$ cat config.mk
export PLATFORM = sky130hd
export DESIGN_NAME = hack_cpu
export DESIGN_NICKNAME = d
export VERILOG_FILES = /design/src/rtl/hack_pkg.sv /design/src/rtl/hack_cpu_program_counter.sv /design/src/rtl/hack_cpu.sv
export SDC_FILE = /design/constraint.sdc
export NUM_CORES = 1
export LEC_CHECK = 0
export BUFFER_PORTS_ARGS = -buffer_cell sky130_fd_sc_hd__buf_2
export CORE_ASPECT_RATIO = 1.4
export CORE_MARGIN = 3
export CORE_UTILIZATION = 61
export CTS_BUF_LIST = sky130_fd_sc_hd__clkbuf_16
export CTS_CLUSTER_SIZE = 16
export DETAILED_ROUTE_END_ITERATION = 16
export PLACE_DENSITY = 0.86
export SYNTH_ARGS = -nofsm -noshare
export SYNTH_HDL_FRONTEND = slang
export SYNTH_SLANG_ARGS = --single-unit
$ cat constraint.sdc
create_clock -name clock -period 11.7 [get_ports clock]
set_input_delay 0 -clock clock [delete_from_list [all_inputs] [get_ports clock]]
set_output_delay 0 -clock clock [all_outputs]
set_load 0.005 [all_outputs]
$ cat src/rtl/hack_pkg.sv
// Shared Hack instruction field positions, ALU control encoding and the ALU function.
// The ALU is a pure function, so both the core and any future bench model share one definition.
package hack_pkg;

   localparam int DEF_ADDR_W = 15;

   localparam int IS_C    = 15;
   localparam int A_BIT   = 12;
   localparam int COMP_HI = 11;
   localparam int COMP_LO = 6;
   localparam int DEST_A  = 5;
   localparam int DEST_D  = 4;
   localparam int DEST_M  = 3;
   localparam int J_LT    = 2;
   localparam int J_EQ    = 1;
   localparam int J_GT    = 0;

   // Field order matches instruction bits 11..6, so a direct cast decodes the comp field.
   typedef struct packed {
      logic zx;
      logic nx;
      logic zy;
      logic ny;
      logic f;
      logic no;
   } alu_ctl_t;

   typedef struct packed {
      logic [15:0] out;
      logic        zr;
      logic        ng;
   } alu_res_t;

   function automatic alu_res_t alu(input logic [15:0] x_in, input logic [15:0] y_in,
                                    input alu_ctl_t ctl);
      logic [15:0] x;
      logic [15:0] y;
      logic [15:0] r;
      alu_res_t    res;
      x = ctl.zx ? 16'h0000 : x_in;
      x = ctl.nx ? ~x : x;
      y = ctl.zy ? 16'h0000 : y_in;
      y = ctl.ny ? ~y : y;
      r = ctl.f ? (x + y) : (x & y);
      r = ctl.no ? ~r : r;
      res.out = r;
      res.zr  = (r == 16'h0000);
      res.ng  = r[15];
      return res;
   endfunction

endpackage

$ cat src/rtl/hack_cpu_program_counter.sv
// Program counter: holds the fetch address; reset beats load, load beats increment.
// Increment wraps naturally at the top of the address space.
module program_counter #(
   parameter int                ADDR_W   = 15,
   parameter logic [ADDR_W-1:0] RESET_PC = '0
) (
   input  logic              clock,
   input  logic              reset,
   input  logic              load,
   input  logic [ADDR_W-1:0] in,
   output logic [ADDR_W-1:0] out
);

   // NOTE: state registers use non-blocking assignment so every flop samples pre-edge values.
   always_ff @(posedge clock) begin
      if (reset) begin
         out <= RESET_PC;
      end else if (load) begin
         out <= in;
      end else begin
         out <= out + 1'b1;
      end
   end

endmodule

$ cat src/rtl/hack_cpu.sv
// Single-cycle Hack CPU core: owns A, D and PC, decodes A/C instructions,
// drives data RAM and evaluates jumps from the ALU flags.
module hack_cpu
   import hack_pkg::*;
#(
   parameter int                ADDR_W   = DEF_ADDR_W,
   parameter logic [ADDR_W-1:0] RESET_PC = '0
) (
   input  logic              clock,
   input  logic              reset,
   input  logic [15:0]       instruction,
   input  logic [15:0]       inM,
   output logic [15:0]       outM,
   output logic              writeM,
   output logic [ADDR_W-1:0] addressM,
   output logic [ADDR_W-1:0] pc
);

   logic [15:0] a_reg;
   logic [15:0] d_reg;
   logic        is_c;
   logic [15:0] y_op;
   alu_ctl_t    ctl;
   alu_res_t    res;
   logic        jump;
   logic        unused_bits;

   // Bits 14:13 of a C-instruction carry no meaning.
   assign unused_bits = ^instruction[14:13];

   assign is_c = instruction[IS_C];
   assign ctl  = alu_ctl_t'(instruction[COMP_HI:COMP_LO]);

   // NOTE: every variable written in always_comb gets a default first, so no latch is inferred.
   always_comb begin
      y_op = a_reg;
      if (instruction[A_BIT]) begin
         y_op = inM;
      end
      res = alu(d_reg, y_op, ctl);
   end

   assign outM     = res.out;
   assign writeM   = is_c & instruction[DEST_M] & ~reset;
   assign addressM = a_reg[ADDR_W-1:0];

   assign jump = is_c & ((instruction[J_LT] & res.ng) |
                         (instruction[J_EQ] & res.zr) |
                         (instruction[J_GT] & ~res.zr & ~res.ng));

   always_ff @(posedge clock) begin
      if (reset) begin
         a_reg <= 16'h0000;
         d_reg <= 16'h0000;
      end else if (!is_c) begin
         a_reg <= instruction;
      end else begin
         if (instruction[DEST_A]) begin
            a_reg <= res.out;
         end
         if (instruction[DEST_D]) begin
            d_reg <= res.out;
         end
      end
   end

   // Jump target is the pre-edge A, even when this instruction also rewrites A.
   program_counter #(
      .ADDR_W   (ADDR_W),
      .RESET_PC (RESET_PC)
   ) u_pc (
      .clock (clock),
      .reset (reset),
      .load  (jump),
      .in    (a_reg[ADDR_W-1:0]),
      .out   (pc)
   );

endmodule

==> flow_metrics.tcl <==
set metrics [dict create \
    grt_max_degree 49 \
    synth.distinct_cells 65 \
    synth_top_area_share_pct 21.62 \
    fmax_mhz 227.4 \
    rr_worst_depth 16 \
    slew_headroom_pct 36.00 \
    crit_start "a_reg[0]" \
    synth_flop_cell "dfxtp_1" \
    crit_required_ps 11900 \
    synthXorXnorAreaFrac_pct 12.82 \
    yosys.area.top_type "dfxtp_1" \
    power_density_mw_per_mm2 131.5 \
    failed_checks "hold timing" \
    muxShareOfSynthArea_pct 9.169 \
    dr.pass1.iters 5 \
    layout.nets 627 \
    status "finished, violations left" \
    postCtsResizedCells 0 \
    setup_viol 0 \
    wl_per_cell_microns 17.19 \
    hold_path.class "primary input to register" \
    hold_ws_ps -2.585 \
    whs_path_depth 3 \
    pre_cts_slack_ps 7320 \
    netlist_instances 537 \
    track_usage_pct 27.95 \
    cp_max_fo 15 \
    maxSlewViolCount 0 \
    postRouteAntennaNets 0 \
    synth_area_leaders "dfxtp_1 22%, mux2i_1 8.0%, xnor2_1 7.8%" \
    vdd_drop_max_uv 77.94 \
    fin_ws_ps 7303 \
    clock_skew_ps 6.464 \
    cts-htree-levels 2 \
    antenna_cells 0 \
    synthArstFlopShare_pct 0 \
    cts.sink_count 47 \
    cp-start-kind "register" \
    cts_setup_buffers 0 \
    grt_pass1_vias 3902 \
    start_util_pct 64.55 \
    cts_inserted_buffers 5 \
    synthAdderAreaFrac_pct 5.346 \
    min_from "instruction[1]" \
    grt-ovfl-total 0 \
    p_leak_nw 2.049 \
    min_period_ps 4397 \
    finalHoldViolCount 1 \
    r2r_setup_slack_ps 7300 \
    antenna_found_initial 0 \
    timing.rr.start "a_reg[0]" \
    synth_compound_area_share_pct 21.85 \
    area_growth_pct 9.256 \
    coreArea_sq_mm 0.006744 \
    fin_crit_sh_pct 37.58 \
    drive_above_1_share_pct 21.18 \
    ys_ff_latch 47 \
    synth-simple-area-share_pct 21.39 \
    die_h_microns 106.0 \
    vias_per_cell 6.126 \
    vias 4092 \
    crit_path_end_kind "register" \
    total_power_uw 625.3 \
    root_buffer "clkbuf_16" \
    arrival_ps 4600 \
    synth_top_family_by_area "compound AO/OA/AOI/OAI gates" \
    clockBufferDepth 2 \
    syn_area_sq_mm 0.004353 \
    cts_tree "yes" \
    regArea_sq_um 940.9 \
    place_area_sq_mm 0.004582 \
    yosys_warnings 0 \
    path_class "register to register" \
    tns_ps 0 \
    routabilityCongestion 0.8448 \
    synth_area_per_cell_sq_um 8.106 \
    n_fill_cell 530 \
    tightest_slew_ps 960.0 \
    synth-edff-count 0 \
    port_buffers 80 \
    io_pins 81 \
    placementRows 35 \
    die_w_microns 77.40 \
    drt-initial-drc-count 195 \
    fin_area_sq_mm 0.004756 \
    hpwlAfterDp_microns 8434 \
    routed_wl_microns 11490 \
    syn_nets 589 \
    grt_pass1_wl_microns 19180 \
    multi_input_area_sq_mm 0.003072 \
    path_clk_slew_ps 70 \
    max_cap_viol_count 0 \
    rsz0062_at_grt "no" \
    drc_errors 0 \
    hold_end "a_reg[1]" \
    ys_seq_area_share_pct 21.62 \
    die_area_sq_mm 0.008200 \
    insertion_delay_ps 290 \
    r2r-end "u_pc.out[9]" \
]
-- through the flow --
step,utilization (%),cells
after floorplan,-,537
after global placement,67.94,657
after detailed placement,67.94,657
after CTS,70.52,668
after global routing,70.52,668
final,70.52,668
-- placed cells by master (no fill, tap or decap), types with 3 or more instances in the layout --
master and instances:
buf_2 80, nor2_1 55, dfxtp_1 47, nand2_1 42, xnor2_1 39, mux2i_1 35
a21oi_1 34, nand2b_1 22, xor2_1 21, a211oi_1 17, ha_1 17, o2111ai_1 15
nor3_1 13, nand3_1 11, inv_1 10, and3_1 10, o31ai_2 10, a21o_1 7
o21ai_0 7, a31oi_1 5, or3_1 5, nand4_1 5, clkbuf_16 5, o31ai_1 4
inv_2 3, o211ai_1 3, o21ai_1 3, mux2_2 3, dlygate4sd3_1 3
-- report_power, final --
| part | switching, mW | total (mW) | internal (mW) |
|---|---|---|---|
| registers | 0.0141 | 0.190 | 0.175 |
| clock network | 0.0646 | 0.144 | 0.0793 |
| logic | 0.174 | 0.292 | 0.118 |
-- what timing repair did --
| action | 4_1_cts | 5_1_grt |
|---|---|---|
| endpoints found under the hold margin | 3 | 0 |
| setup endpoints to repair | 0 | 0 |
| hold buffers | 3 | 0 |
-- synthesized netlist by cell type, drive strengths merged (3+ instances only) --
library cell,instances
dfxtp,47
xor2,21
nor4,3
buf,30
or3,5
a211oi,18
nor2,56
o2111ai,15
mux2i,35
ha,17
a21o,7
clkbuf,22
o31ai,14
nand3,12
nor3,15
nand4,5
o211ai,4
and3,10
xnor2,41
nand2,42
a31oi,5
o21ai,10
inv,13
mux2,4
nand2b,22
a21oi,35
-- cell families after synthesis --
kind of cell    after synthesis
buf+inv                      66
mux                          39
xor+xnor                     62
fa+ha+maj                    18
flops                        47
compound gates              123
simple gates                182
-- routing by layer --
metal / vias to the layer above / wire length (microns) / track usage, %
met1: 1920 / 4716 / 34.02
met2: 153 / 5816 / 49.63
met5: - / 0 / 0
met3: 35 / 631 / 3.390
li1: 1984 / - / -
met4: 0 / 320 / 10.94
-- worst max-delay path: stages (launching register included) --
cell and delay [ps]:
dfxtp_1 390, mux2i_1 90, nor2_1 150, xor2_1 190, ha_1 260, inv_1 70, fa_1 420, a21oi_1 230
xnor2_2 170, clkinvlp_2 170, or3_1 380, or3_1 330, a2111o_1 440, nor4_4 270, a32o_2 440, o2111ai_1 180
o31ai_2 130
-- final cells by class --
type                       instances  share of cell area, %
clock buffer                       5                  2.631
clock inverter                     3                 0.3946
timing repair buffer              83                  9.050
sequential                        47                  19.78
multi-input combinational        424                  64.59
tap                               92                  2.420
inverter                          14                  1.131
-- how the worst max path moves through the flow --
stage                    to
5_1_grt         u_pc.out[9]
4_1_cts         u_pc.out[2]
6_report        u_pc.out[9]
2_1_floorplan  u_pc.out[14]
3_5_place_dp    u_pc.out[9]
3_3_place_gp    u_pc.out[1]
Note: power is estimated with default switching activity, not from simulation.
